`src/rtl/game_sequencer_if.sv`:
```
// Control/status bundle between the game_sequencer and the rest of the core.
// master drives the game inputs; slave is the sequencer side.
interface game_sequencer_if;
  localparam int unsigned DIFF_W  = 2;
  localparam int unsigned CNT_W   = 8;
  localparam int unsigned SPEED_W = 4;
  localparam int unsigned SCORE_W = 16;

  logic               frame_tick;
  logic               start_btn;
  logic               collision;
  logic [DIFF_W-1:0]  difficulty;
  logic               gameover;
  logic               countdown_active;
  logic               playing;
  logic [CNT_W-1:0]   countdown_remaining;
  logic [SPEED_W-1:0] speed;
  logic [SCORE_W-1:0] score;
  logic [SCORE_W-1:0] best_score;

  modport master (
    output frame_tick, start_btn, collision, difficulty,
    input  gameover, countdown_active, playing, countdown_remaining,
           speed, score, best_score
  );

  modport slave (
    input  frame_tick, start_btn, collision, difficulty,
    output gameover, countdown_active, playing, countdown_remaining,
           speed, score, best_score
  );
endinterface

```
`src/rtl/game_sequencer.sv`:
```
// Game-flow controller: GAMEOVER -> COUNTDOWN -> PLAYING, speed ramp, score, best scores.
// Define GAME_SEQUENCER_PAUSE_EN to add a PAUSED state toggled by the start button.
module game_sequencer #(
  parameter int unsigned COUNTDOWN_FRAMES = 180,
  parameter int unsigned RAMP_FRAMES      = 600
) (
  input  logic            clk,
  input  logic            reset,
  game_sequencer_if.slave bus
);
  localparam int unsigned DIFF_W  = 2;
  localparam int unsigned CNT_W   = 8;
  localparam int unsigned SPEED_W = 4;
  localparam int unsigned SCORE_W = 16;
  localparam int unsigned RAMP_W  = 16;
  localparam int unsigned N_DIFF  = 4;

  localparam logic [SPEED_W-1:0] SPEED_MAX = SPEED_W'(15);
  localparam logic [SCORE_W-1:0] SCORE_MAX = SCORE_W'(16'hFFFF);

  typedef enum logic [1:0] {
    ST_GAMEOVER,
    ST_COUNTDOWN,
    ST_PLAYING
`ifdef GAME_SEQUENCER_PAUSE_EN
    , ST_PAUSED
`endif
  } state_t;

  state_t              state, state_nx;
  logic                start_q, rise_q, start_rise_c;
  logic [DIFF_W-1:0]   diff_q, diff_nx;
  logic [CNT_W-1:0]    cnt_q, cnt_nx;
  logic [SPEED_W-1:0]  speed_q, speed_nx;
  logic [SCORE_W-1:0]  score_q, score_nx;
  logic [RAMP_W-1:0]   ramp_q, ramp_nx, ramp_inc_c;
  logic [SCORE_W-1:0]  best_q [N_DIFF];
  logic                best_we_c;
  logic                gameover_q, countdown_q, playing_q;
  logic [SCORE_W-1:0]  best_score_q;

  // Edge register: the rise is itself registered, giving a 2-cycle start latency.
  assign start_rise_c = bus.start_btn & ~start_q;

  always_ff @(posedge clk) begin
    if (reset) begin
      start_q <= 1'b0;
      rise_q  <= 1'b0;
    end else begin
      start_q <= bus.start_btn;
      rise_q  <= start_rise_c;
    end
  end

  always_ff @(posedge clk) begin
    if (reset) state <= ST_GAMEOVER;
    else       state <= state_nx;
  end

  always_comb begin
    state_nx = state;
    case (state)
      ST_GAMEOVER:  if (rise_q) state_nx = ST_COUNTDOWN;
      ST_COUNTDOWN: if (bus.frame_tick && cnt_q == CNT_W'(1)) state_nx = ST_PLAYING;
      ST_PLAYING: begin
        if (bus.collision) state_nx = ST_GAMEOVER;
`ifdef GAME_SEQUENCER_PAUSE_EN
        else if (rise_q) state_nx = ST_PAUSED;
`endif
      end
`ifdef GAME_SEQUENCER_PAUSE_EN
      ST_PAUSED:    if (rise_q) state_nx = ST_PLAYING;
`endif
      default:      state_nx = ST_GAMEOVER;
    endcase
  end

  assign ramp_inc_c = ramp_q + RAMP_W'(1);

  // Datapath next values; PAUSED falls through to the hold defaults.
  always_comb begin
    diff_nx   = diff_q;
    cnt_nx    = cnt_q;
    speed_nx  = speed_q;
    score_nx  = score_q;
    ramp_nx   = ramp_q;
    best_we_c = 1'b0;
    case (state)
      ST_GAMEOVER: begin
        if (rise_q) begin
          diff_nx  = bus.difficulty;
          score_nx = '0;
          cnt_nx   = CNT_W'(COUNTDOWN_FRAMES);
        end
      end
      ST_COUNTDOWN: begin
        if (bus.frame_tick) begin
          cnt_nx = cnt_q - CNT_W'(1);
          if (cnt_q == CNT_W'(1)) begin
            speed_nx = SPEED_W'({diff_q, 1'b0}) + SPEED_W'(2);
            ramp_nx  = '0;
          end
        end
      end
      ST_PLAYING: begin
        if (bus.collision) begin
          speed_nx  = '0;
          best_we_c = 1'b1;
        end else if (bus.frame_tick) begin
          if (score_q != SCORE_MAX) score_nx = score_q + SCORE_W'(1);
          if (ramp_inc_c == RAMP_W'(RAMP_FRAMES)) begin
            ramp_nx = '0;
            if (speed_q != SPEED_MAX) speed_nx = speed_q + SPEED_W'(1);
          end else begin
            ramp_nx = ramp_inc_c;
          end
        end
      end
      default: ;
    endcase
  end

  always_ff @(posedge clk) begin
    if (reset) begin
      diff_q      <= '0;
      cnt_q       <= '0;
      speed_q     <= '0;
      score_q     <= '0;
      ramp_q      <= '0;
      gameover_q  <= 1'b1;
      countdown_q <= 1'b0;
      playing_q   <= 1'b0;
    end else begin
      diff_q      <= diff_nx;
      cnt_q       <= cnt_nx;
      speed_q     <= speed_nx;
      score_q     <= score_nx;
      ramp_q      <= ramp_nx;
      gameover_q  <= (state_nx == ST_GAMEOVER);
      countdown_q <= (state_nx == ST_COUNTDOWN);
`ifdef GAME_SEQUENCER_PAUSE_EN
      playing_q   <= (state_nx == ST_PLAYING) || (state_nx == ST_PAUSED);
`else
      playing_q   <= (state_nx == ST_PLAYING);
`endif
    end
  end

  // Best scores; display follows the live difficulty selector.
  always_ff @(posedge clk) begin
    if (reset) begin
      for (int i = 0; i < int'(N_DIFF); i++) best_q[i] <= '0;
      best_score_q <= '0;
    end else begin
      if (best_we_c && score_q > best_q[diff_q]) best_q[diff_q] <= score_q;
      best_score_q <= best_q[bus.difficulty];
    end
  end

  assign bus.gameover            = gameover_q;
  assign bus.countdown_active    = countdown_q;
  assign bus.playing             = playing_q;
  assign bus.countdown_remaining = cnt_q;
  assign bus.speed               = speed_q;
  assign bus.score               = score_q;
  assign bus.best_score          = best_score_q;
endmodule

```
`src/flat_wrapper.sv`:
```
// flat-port wrapper written by rule: the top's interface ports become plain ports
module game_sequencer_flat 
#(
  parameter int unsigned COUNTDOWN_FRAMES = 180,
  parameter int unsigned RAMP_FRAMES      = 600
)
  (clk, reset, bus_frame_tick, bus_start_btn, bus_collision, bus_difficulty, bus_gameover, bus_countdown_active, bus_playing, bus_countdown_remaining, bus_speed, bus_score, bus_best_score);
  game_sequencer_if bus_i ();
  input  logic clk;
  input  logic reset;
  input wire logic [$bits(bus_i.frame_tick)-1:0] bus_frame_tick;
  input wire logic [$bits(bus_i.start_btn)-1:0] bus_start_btn;
  input wire logic [$bits(bus_i.collision)-1:0] bus_collision;
  input wire logic [$bits(bus_i.difficulty)-1:0] bus_difficulty;
  output wire logic [$bits(bus_i.gameover)-1:0] bus_gameover;
  output wire logic [$bits(bus_i.countdown_active)-1:0] bus_countdown_active;
  output wire logic [$bits(bus_i.playing)-1:0] bus_playing;
  output wire logic [$bits(bus_i.countdown_remaining)-1:0] bus_countdown_remaining;
  output wire logic [$bits(bus_i.speed)-1:0] bus_speed;
  output wire logic [$bits(bus_i.score)-1:0] bus_score;
  output wire logic [$bits(bus_i.best_score)-1:0] bus_best_score;
  assign bus_i.frame_tick = bus_frame_tick;
  assign bus_i.start_btn = bus_start_btn;
  assign bus_i.collision = bus_collision;
  assign bus_i.difficulty = bus_difficulty;
  assign bus_gameover = bus_i.gameover;
  assign bus_countdown_active = bus_i.countdown_active;
  assign bus_playing = bus_i.playing;
  assign bus_countdown_remaining = bus_i.countdown_remaining;
  assign bus_speed = bus_i.speed;
  assign bus_score = bus_i.score;
  assign bus_best_score = bus_i.best_score;
  game_sequencer #(.COUNTDOWN_FRAMES(COUNTDOWN_FRAMES), .RAMP_FRAMES(RAMP_FRAMES)) u_core (.clk(clk), .reset(reset), .bus(bus_i));
endmodule
```
`config.mk`:
```
export PLATFORM = sky130hd
export DESIGN_NAME = game_sequencer_flat
export DESIGN_NICKNAME = d
export VERILOG_FILES = /design/src/rtl/game_sequencer_if.sv /design/src/rtl/game_sequencer.sv /design/src/flat_wrapper.sv
export SDC_FILE = /design/constraint.sdc
export NUM_CORES = 1
export LEC_CHECK = 0
export ABC_CLOCK_PERIOD_IN_PS = 6500
export BUFFER_PORTS_ARGS = -buffer_cell sky130_fd_sc_hd__buf_4
export CAP_MARGIN = 30
export CORE_MARGIN = 2
export CORE_UTILIZATION = 30
export CTS_CLUSTER_SIZE = 8
export DETAILED_ROUTE_END_ITERATION = 7
export SLEW_MARGIN = 20
export SYNTH_ARGS = -nofsm -noshare
export SYNTH_HDL_FRONTEND = slang
export SYNTH_SLANG_ARGS = --single-unit
export TNS_END_PERCENT = 30
```
`constraint.sdc`:
```
create_clock -name clk -period 6.5 [get_ports clk]
set_input_delay 0.325 -clock clk [delete_from_list [all_inputs] [get_ports clk]]
set_output_delay 0.325 -clock clk [all_outputs]
set_load 0.03 [all_outputs]
```
## Yosys cells after proc, flatten, opt, wreduce, memory -nomap -nowiden

Memories as Yosys holds them, arrays and structs flattened. A register that Yosys moved wholly into a read port is not among the register bits.
Index checks and enable logic that the tools add are counted.
W data, S select, Z words.

| word-level totals | value |
|---|---|
| memories kept | 1 |
| input port bits | 7 |
| bits in latches | 0 |
| output and inout port bits | 47 |
| logic and storage cells | 87 |
| bits in read-only memories | 0 |
| register bits after elaboration | 53 |
| RAM bits | 64 |

Memory list:

| name | words | bits a word | rd ports | clocked after Yosys merged registers in | wr ports | RTL line | source |
|---|---|---|---|---|---|---|---|
| u_core.best_q | 4 | 16 | 2 | 2 | 4 | game_sequencer.sv:37 | `logic [SCORE_W-1:0] best_q [N_DIFF];` |

| cells by class | value |
|---|---|
| divide/modulo/power cells | 0 |
| equal/unequal tests | 17 |
| reduce and logical (&&, ||, !) cells | 13 |
| shifts and indexed selects | 0 |
| multiplexer cells | 37 |
| $add $sub $neg | 5 |
| multiply operators | 0 |
| bitwise logic cells | 2 |
| magnitude comparators | 1 |

Operators by type and width:

| cell | count |
|---|---|
| $mux W16 | 10 |
| $pmux W16 S2 | 2 |
| $add A16 B1 Y16 const B | 2 |
| $mux W4 | 6 |
| $eq A16 B10 Y1 const B | 1 |
| $gt A16 B16 Y1 | 1 |
| $mux W8 | 2 |
| $ne A16 B16 Y1 const B | 1 |
| $pmux W8 S2 | 1 |
| $reduce_or A16 Y1 | 1 |
| $mux W2 | 6 |
| $reduce_and A5 Y1 | 2 |
| $eq A8 B1 Y1 const B | 1 |
| $mux W1 | 8 |
| $pmux W4 S2 | 1 |
| $sub A8 B1 Y8 const B | 1 |
| $ne A2 B1 Y1 const B | 3 |
| $ne A2 B2 Y1 const B | 3 |
| $ne A3 B2 Y1 const B | 2 |
| $pmux W2 S3 | 1 |
| $reduce_and A6 Y1 | 1 |
| $reduce_bool A2 Y1 | 3 |
| $add A3 B2 Y4 const B | 1 |
| $add A4 B1 Y4 const B | 1 |
| 10 further kinds | 14 |

## Depth between registers and ports, before layout

Gate-level depths: netlist of the first run.

| logic depth | value |
|---|---|
| depth after elaboration | 8 |
| mapped depth | 14 |
| depth with buffers taken out | 10 |

## Worst setup path after synthesis of the first run

OpenSTA, ideal clock, no wires.

| timing path | value |
|---|---|
| path type | register to register |
| start point | register with a tool-made name |
| end point | memory u_core.best_q[1][0], enable pin |
| buffers on the path | 4 |
| period minus slack after synthesis | 4.822 ns |
| stages on the path, launching flop included | 15 |
| arrival time | 4.408 ns |
| path slack | 1.678 ns |
| setup time | 0.414 ns |
| required time | 6.086 ns |
| path through | dfxtp_1 > clkbuf_1 > buf_1 > mux4_2 > inv_1 > ha_1 > nor2b_1 > o21ai_0 > nand2b_1 > a21oi_1 > o21a_1 > o211a_1 > clkbuf_1 > buf_1 > o31ai_1 |

RTL lines:

| what | RTL line |
|---|---|
| to (decl) | game_sequencer.sv:37 |

==> results of run 1 <==
==> Yosys cell counts, drive strengths merged (6+ instances only) <==
cell    count
dfxtp      71
edfxtp     64
nand2      53
nor4       47
nor2       45
clkbuf     37
nor3       35
mux4       32
nand3      32
a21oi      29
inv        26
ha         22
nand4      19
and2       17
o21ai      13
nor2b      11
xnor2      11
xor2       10
a21o        9
buf         7
or3         6
==> metrics by stage <==
step                      area, um^2  hold slack (ns)   util
after floorplan                 7030            0.367      -
after global placement          7740            0.402  0.339
after detailed placement        7740            0.400  0.339
after CTS                       8340            0.146  0.365
after global routing            8370            0.169  0.366
final                           8370            0.148  0.366
==> cell families after synthesis <==
kind of cell | Yosys count | share of synthesized area
simple gates | 294 | 0.225
flops | 135 | 0.476
compound gates | 90 | 0.0848
buf+inv | 71 | 0.0392
mux | 37 | 0.110
fa+ha+maj | 22 | 0.0392
xor+xnor | 21 | 0.0262
==> cell type report <==
cell class                 instances  area, um^2
tap                              313         392
clock buffer                      20         458
multi-input combinational        464        3430
inverter                          27         101
fill                            2298       14500
timing repair buffer              64         500
clock inverter                    12         144
sequential                       135        3340
==> final timing paths <==
check,depth (start not counted),from,slack [ns],endpoint
worst min-delay path,2,bus_start_btn,0.15,u_core.start_q
worst max register to register,13,register,2.57,u_core.best_q[1][10]
worst max-delay path,13,register,2.57,u_core.best_q[1][10]
worst min register to register,1,u_core.start_q,0.42,u_core.rise_q
==> cells in the final DEF (no fill, tap or decap), types with 12 or more instances in the layout <==
cell type	n
dfxtp_1	71
edfxtp_1	64
buf_4	63
nand2_1	50
nor4_1	47
nor2_1	45
nor3_1	34
mux4_2	32
nand3_1	32
a21oi_1	28
inv_1	26
ha_1	22
nand4_1	19
clkbuf_16	18
and2_1	17
o21ai_0	12
==> worst reg2reg max path, delay by kind of cell, from the launching register on <==
family / cells / cell delay [ns]
AO/OA/AOI/OAI: 5 / 1.13
AND/OR/NAND/NOR: 2 / 0.22
buffers and inverters: 4 / 0.89
flip-flops: 1 / 0.65
adder cells (fa/ha/maj): 1 / 0.23
multiplexers: 1 / 0.51
==> power by group <==
group | switching [W] | total (W) | leakage (nW) | internal, W
clock | 0.000392 | 0.000986 | 0.288 | 0.000594
sequential | 0.0000293 | 0.000954 | 1.20 | 0.000925
combinational | 0.0000996 | 0.000176 | 1.38 | 0.0000766
total | 0.000521 | 0.00212 | 2.87 | 0.00160
==> per-layer routing <==
layer  global-route usage  up-vias  wire length [um]
met5                    0        -                 0
met4               0.0727        0               538
met3               0.0380       35              1020
met2                0.263      168              9260
met1                0.192     2713              7950
li1                     -     2636                 -
==> flip-flops by register name, indices dropped and copies added (netlist names), named ones only <==
register	count
u_core.bus.playing	1
u_core.start_q	1
u_core.bus.best_score	16
u_core.bus.score	16
u_core.bus.gameover	1
u_core.diff_q	2
u_core.ramp_q	16
u_core.rise_q	1
u_core.bus.countdown_active	1
u_core.best_q	64
u_core.bus.countdown_remaining	8
u_core.bus.speed	4
u_core.state	2
==> out/results.txt, run 1 <==
Die Ht -> 157 um
Placer Congestion -> 0.858
Slew @ Worst Pin -> 0.869 ns
Max Fclk -> 0.254 GHz
CTS tree -> yes
Syn Area/Cell -> 10.5 um^2
Async S/R FF share, synth -> 0
Drt first pass iters -> 5
Post-CTS Setup Inserts -> 0
Cell mode on critical path -> a21o_1
Antenna fix cells -> 0
Synth unique cells -> 60
Delay of the slowest cell on the worst path -> 0.65 ns
#FFs+latches synth -> 135
Crit-path slowest cell -> dfxtp_1
Power Density -> 253 nW/um^2
Total wire length -> 18.8 mm
Global Route Usage Sum -> 0.157
Minimum clock period -> 3.93 ns
Hold crit path type -> in -> reg
Arrival @ worst endpoint -> 4.07 ns
Vias per inst -> 5.36
H-tree depth -> 4
Final ANT Viol Nets -> 0
Final setup fails -> 0
Setup TNS Final -> 0 ns
Worst clock skew -> 0.0169 ns
Mapped Cells -> 670
CP Cell Sequence -> buf_4 > mux4_2 > inv_1 > ha_1 > a21o_1 > a21o_1 > a21o_1 > a21oi_1 > or2_2 > o211a_2 > buf_16 > buf_4 > nor4_1
Clock Path Buffers -> 2
Core ar. -> 22800 um^2
Place WS -> 2.34 ns
Critical path class -> reg -> reg
GRT overflow -> 0
Leading area contributor after synthesis -> edfxtp_1
Crit start category -> register
Final Hold Viols -> 0
Initial antenna violation count -> 0
Post-route setup slack -> 2.57 ns
Post-cts sizing count -> 0
I/O pin total -> 54
Top cell type's share of synthesized area -> 0.274
Post-Layout Cell Count -> 1035
Status -> finished clean
Fin nets -> 738
Worst skew pair latency -> 0.43 ns
Delay-heaviest family, CP -> compound AO/OA/AOI/OAI gates
RSZ-0062 raised after global routing -> false
Crit. End Element -> register
Period utilisation layout -> 0.605
Worst vdd ir -> 139 uV
Share of cells above drive strength 1 -> 0.199
Input/output buffers -> 53
# placed instances -> 1002
Area growth from synthesis to layout -> 19.1%
Vias in the first global route -> 5281
Largest net degree at the start of global routing -> 69
Seq/Total Area, Yosys -> 0.476
Max Cap Violations -> 0
Net Count, Synth -> 699
CP Max Fanout -> 27
DR WL/cell -> 18.1 um
Worst-path clk slew -> 0.06 ns
Vias post-DR -> 5552
Clock tree root driver cell -> clkbuf_16
Final slew viol count -> 0
Initial Util -> 0.308
Synth Cell Area -> 7030 um^2
Syn. warnings -> 0
Hold buffers post-CTS -> 0
Post-route DRC -> 0
Design Power -> 0.00212 W
Die width -> 157 um
Leak pwr -> 2.87 nW
Post-synth EDFFs -> 64
Num CTS Buffers -> 17
# rows -> 55
Top cells by area, synth -> edfxtp_1, dfxtp_1, mux4_2, nor4_1, ha_1
CTS sink cnt -> 135
Max transition margin -> 0.418
Buffers and inverters on the worst path -> 4
Global-route wire length before repair -> 29.3 mm
Die Area -> 24700 um^2
WP data required -> 6.64 ns
HPWL Detailed -> 12.9 mm
Main synth FF type -> dfxtp_1
Initial DRC count -> 454
(Power assumes the default switching activity.)
==> run 2: changes to the inputs <==
Settings changed: ABC_CLOCK_PERIOD_IN_PS 6500 to 4000.
Clock period 6.5 ns to 4 ns, I/O delays scaled along.
==> run 2 against run 1 <==
Effect of this change: clock skew shrank 0.0093 ns; fmax grew 7.5%; sequential power rose by 61%; non-clock buffer count increased by 19; power rose by 67%; register-to-register slack got worse by 2.2 ns; cell area is 2.5% higher; highest routed layer unchanged; setup slack got worse by 2.2 ns; count of clock-buffer cells in the layout grew 1; via count down 0.13%.
==> out/results.txt, run 2 (same netlist as run 1, synthesis figures left out) <==
Minimum clock period -> 3.66 ns
Period utilisation layout -> 0.914
Final Hold Viols -> 0
Min-delay src -> bus_start_btn
H-tree depth -> 4
Share of power burned in registers -> 0.436
Vias in the first global route -> 5425
Final setup fails -> 0
Crit. End Element -> register
Slew @ Worst Pin -> 0.960 ns
Clk pwr share -> 0.479
Share of cells above drive strength 1 -> 0.221
Largest net degree at the start of global routing -> 43
Reg2reg path depth -> 13
FILL cells -> 2284
Design area -> 8580 um^2
NetSw -> 0.000819 W
Final slew viol count -> 0
CTS tree -> yes
Hold Crit Endpoint -> u_core.start_q
Global-route wire length before repair -> 30.1 mm
Post-route DRC -> 0
Crit start category -> register
Max Cap Violations -> 0
Worst skew pair latency -> 0.42 ns
Num CTS Buffers -> 17
Multi-input logic area -> 3460 um^2
Core Util, Final -> 0.375
Worst clock skew -> 0.00759 ns
Die Ht -> 157 um
Combinational power share -> 0.085
Drt first pass iters -> 5
Pint -> 0.00272 W
Crit-path slowest cell -> dfxtp_1
Post-Layout Cell Count -> 1054
Arrival @ worst endpoint -> 3.83 ns
HPWL Detailed -> 13.0 mm
Vias post-DR -> 5545
Final ANT Viol Nets -> 0
Antenna fix cells -> 0
Clock Path Buffers -> 2
Die Area -> 24700 um^2
Leak pwr -> 2.99 nW
Max reg flops -> 64
I/O pin total -> 54
Critical path class -> reg -> reg
Clock tree root driver cell -> clkbuf_16
Initial Util -> 0.308
Hold buffers post-CTS -> 0
Fin nets -> 757
Place WS -> 0.258 ns
Core ar. -> 22800 um^2
CP Max Fanout -> 25
Sw Ratio -> 0.231
CP Cell Sequence -> buf_4 > buf_12 > mux4_2 > inv_1 > ha_1 > a21o_1 > a21o_1 > a21oi_1 > o21a_1 > o211a_2 > buf_4 > o31ai_2 > buf_4
Initial antenna violation count -> 0
DR WL/cell -> 17.9 um
Hold crit path type -> in -> reg
Cell mode on critical path -> buf_4
RSZ-0062 raised after global routing -> false
FF-to-FF setup slack -> 0.34 ns
RR Endpoint -> u_core.best_q[2][2]
Max transition margin -> 0.360
Worst vdd ir -> 230 uV
Post-CTS Setup Inserts -> 0
Worst Hold Path Cells -> 2
# placed instances -> 1021
Commonest non-fill, non-tap cell in the layout -> buf_4
Initial DRC count -> 312
Global Route Usage Sum -> 0.160
Power Density -> 413 nW/um^2
Worst-path clk slew -> 0.06 ns
Biggest register -> u_core.best_q
Post-route setup slack -> 0.343 ns
Post-cts sizing count -> 0
Total wire length -> 18.9 mm
WP data required -> 4.17 ns
Post-placement cell area -> 7920 um^2
GRT overflow -> 0
Commonest cells after routing, fill and taps aside -> buf_4, dfxtp_1, edfxtp_1, nand2_1, nor4_1
Input/output buffers -> 53
Vias per inst -> 5.26
CTS sink cnt -> 135
# rows -> 55
Die width -> 157 um
Status -> finished clean
Setup TNS Final -> 0 ns
Placer Congestion -> 0.855
Delay of the slowest cell on the worst path -> 0.58 ns
Sequential Area -> 3340 um^2
Area growth from synthesis to layout -> 22.1%
Max Fclk -> 0.273 GHz
-- run 2: cell count changes in the layout (fill, tap and decap cells not counted), sizes merged --
cell	before	now
bufinv	2	3
clkinv	6	7
inv	29	26
buf	64	83
clkbuf	20	21
-- run 2: power groups by stage --
stage / combinational [W] / sequential (W) / clock [W]
5_1_grt: 0.000326 / 0.00155 / 0.00177
6_report: 0.000301 / 0.00154 / 0.00169
2_1_floorplan: 0.000161 / 0.00160 / 0
3_5_place_dp: 0.000302 / 0.00157 / 0
4_1_cts: 0.000304 / 0.00154 / 0.00172
3_3_place_gp: 0.000299 / 0.00157 / 0
-- run 2: per-stage QoR --
stage	hold WS, ns	total power [W]
3_5_place_dp	0.379	0.00188
5_1_grt	0.0339	0.00365
2_1_floorplan	0.279	0.00177
3_3_place_gp	0.373	0.00187
4_1_cts	0.0199	0.00357
6_report	0.0344	0.00354
-- run 2: final cells by class --
class                   count  share of cell area
flip-flops and latches    135               0.390
well taps                 313              0.0457
multi-input cells         464               0.403
repair buffers             83              0.0745
clock inverters            11              0.0165
clock buffers              21              0.0586
inverters                  27              0.0118
-- run 2: worst max-delay path: cells and delay by family, from the launching register on --
kind / cells / cell delay [ns]
flops: 1 / 0.58
mux: 1 / 0.50
buf+inv: 5 / 0.97
compound gates: 6 / 1.09
fa+ha+maj: 1 / 0.24
-- run 2: worst max path at each step --
stage	from	end	slack [ns]	cells past startpoint
after global routing	register	u_core.best_q[2][12]	0.13	13
after floorplan	register	u_core.best_q[0][0]	0.1	14
final	register	u_core.best_q[2][2]	0.34	13
after detailed placement	register	u_core.best_q[1][2]	0.26	11
after CTS	register	u_core.best_q[1][3]	0.24	11
after global placement	register	u_core.best_q[1][5]	0.36	11
-- run 2: per-layer routing --
| metal | GRT usage | vias to the layer above | part of all wire |
|---|---|---|---|
| li1 | - | 2676 | - |
| met1 | 0.203 | 2706 | 0.45 |
| met2 | 0.262 | 127 | 0.48 |
| met3 | 0.0325 | 36 | 0.040 |
| met4 | 0.0719 | 0 | 0.029 |
| met5 | 0 | - | 0 |
==> run 3: changes to the inputs <==
--- a/config.mk
+++ b/config.mk
@@ -7,5 +7,5 @@
 export LEC_CHECK = 0
 export ABC_CLOCK_PERIOD_IN_PS = 4000
-export BUFFER_PORTS_ARGS = -buffer_cell sky130_fd_sc_hd__buf_4
+export BUFFER_PORTS_ARGS = -buffer_cell sky130_fd_sc_hd__clkbuf_2
 export CAP_MARGIN = 30
 export CORE_MARGIN = 2
@@ -13,4 +13,5 @@
 export CTS_CLUSTER_SIZE = 8
 export DETAILED_ROUTE_END_ITERATION = 7
+export HOLD_SLACK_MARGIN = 0.1
 export SLEW_MARGIN = 20
 export SYNTH_ARGS = -nofsm -noshare
==> constraint.sdc (replaced) <==
create_clock -name clk -period 4 [get_ports clk]
set_input_delay 0.6 -clock clk [delete_from_list [all_inputs] [get_ports clk]]
set_output_delay 0.6 -clock clk [all_outputs]
set_load 0.03 [all_outputs]
==> run 3 against run 2 <==
Effect of this change: register-to-register slack better by 0.18 ns; utilization decreased by 0.69 points; cell area shrank 1.8%; hold slack better by 0.36 ns; die area is the same; final cell count shrank 0.38%; wire length increased by 0.36%; clock power barely moved; clock skew grew 0.0022 ns; global-route usage shrank 0.062 points; count of clock-buffer cells in the layout is 1 lower.
==> out/results.txt, run 3 (same netlist as run 1, synthesis figures left out) <==
Biggest register -> u_core.best_q
Period utilisation layout -> 0.870
Reg2reg path depth -> 11
Hold crit path type -> reg -> reg
Leak pwr -> 2.92 nW
Commonest cells after routing, fill and taps aside -> dfxtp_1, edfxtp_1, clkbuf_2, nand2_1, nor4_1
Max Cap Violations -> 0
Vias in the first global route -> 5404
Placer Congestion -> 0.843
Crit. End Element -> register
Hold Crit Endpoint -> u_core.rise_q
Post-CTS Setup Inserts -> 0
Slew @ Worst Pin -> 0.952 ns
HPWL Detailed -> 13.0 mm
Crit start category -> register
Global-route wire length before repair -> 29.9 mm
Die Ht -> 157 um
I/O pin total -> 54
CTS sink cnt -> 135
Die width -> 157 um
Hold WS -> 0.394 ns
RR Endpoint -> u_core.best_q[1][4]
CTS tree -> yes
Core ar. -> 22800 um^2
Post-cts sizing count -> 0
Initial antenna violation count -> 0
WP data required -> 4.04 ns
Final setup fails -> 0
DR WL met2 -> 9.00 mm
Total wire length -> 19.0 mm
Drt first pass iters -> 5
Crit-path slowest cell -> o31ai_4
Final Hold Viols -> 0
Vias post-DR -> 5633
H-tree depth -> 4
CP Max Fanout -> 16
Status -> finished clean
Die Area -> 24700 um^2
Setup TNS Final -> 0 ns
Total length of routed met3 wires -> 1.16 mm
Critical path class -> reg -> reg
Input/output buffers -> 53
Worst-path clk slew -> 0.06 ns
Design Power -> 0.00352 W
Buffers and inverters on the worst path -> 2
Core Util, Final -> 0.369
Global Route Usage Sum -> 0.159
Max transition margin -> 0.365
# rows -> 55
Max Fclk -> 0.287 GHz
Antenna fix cells -> 0
Clock Path Buffers -> 2
Fin nets -> 754
Largest net degree at the start of global routing -> 41
Minimum clock period -> 3.48 ns
Clock tree root driver cell -> clkbuf_16
Power Density -> 418 nW/um^2
Initial DRC count -> 361
Delay of the slowest cell on the worst path -> 0.87 ns
DR WL/cell -> 18.1 um
Worst skew pair latency -> 0.42 ns
Min-delay src -> u_core.start_q
Area growth from synthesis to layout -> 19.9%
Place WS -> 0.434 ns
Final slew viol count -> 0
Num CTS Buffers -> 17
Worst clock skew -> 0.00975 ns
Cell mode on critical path -> a21o_1
CP Cell Sequence -> buf_4 > mux4_2 > inv_1 > ha_1 > a21o_1 > a21o_1 > a21o_1 > a21oi_1 > or2_2 > o211a_2 > o31ai_4
Initial Util -> 0.308
FF-to-FF setup slack -> 0.52 ns
Commonest non-fill, non-tap cell in the layout -> dfxtp_1
Worst vdd ir -> 172 uV
RSZ-0062 raised after global routing -> false
Delay-heaviest family, CP -> compound AO/OA/AOI/OAI gates
Final ANT Viol Nets -> 0
Post-route setup slack -> 0.520 ns
Hold buffers post-CTS -> 0
Top routing layer used -> met4
Share of cells above drive strength 1 -> 0.212
Worst Hold Path Cells -> 1
Post-route DRC -> 0
GRT overflow -> 0
Arrival @ worst endpoint -> 3.52 ns
Max reg flops -> 64
M1 WL -> 8.23 mm
Vias per inst -> 5.36
## run 3: cell count changes in the layout (fill, tap and decap cells not counted), sizes merged
cell / previous run / this run
clkinvlp: 2 / 1
clkinv: 7 / 6
clkbuf: 21 / 73
bufinv: 3 / 5
buf: 83 / 27
## run 3: final cells by class
| cell class | instances | area, um^2 |
|---|---|---|
| timing repair buffer | 80 | 500 |
| clock buffer | 20 | 447 |
| multi-input combinational | 464 | 3460 |
| tap | 313 | 392 |
| fill | 2312 | 14400 |
| inverter | 27 | 101 |
| clock inverter | 11 | 179 |
| sequential | 135 | 3340 |
## run 3: how the worst max path moves through the flow
stage	start	to	slack [ns]	cells after the start
after floorplan	register	u_core.best_q[0][0]	0.1	14
after global placement	register	u_core.best_q[3][2]	0.53	11
after detailed placement	register	u_core.best_q[0][2]	0.43	11
after CTS	register	u_core.best_q[0][0]	0.41	11
after global routing	register	u_core.best_q[1][0]	0.30	11
final	register	u_core.best_q[1][4]	0.52	11
## run 3: through the flow
| step | std cells | instance area (um^2) |
|---|---|---|
| after global placement | 1017 | 7770 |
| after global routing | 1050 | 8420 |
| after detailed placement | 1017 | 7770 |
| after CTS | 1048 | 8400 |
| final | 1050 | 8420 |
| after floorplan | 670 | 7070 |
## run 3: per-layer routing
| layer | vias up | GRT usage |
|---|---|---|
| met5 | - | 0 |
| met3 | 38 | 0.0438 |
| met2 | 194 | 0.262 |
| met1 | 2745 | 0.197 |
| met4 | 0 | 0.0645 |
| li1 | 2656 | - |
## run 3: report_power, final
part | internal, W | total, W | switching, W
registers | 0.00150 | 0.00154 | 0.0000376
logic | 0.000117 | 0.000289 | 0.000173
clock network | 0.00111 | 0.00169 | 0.000579
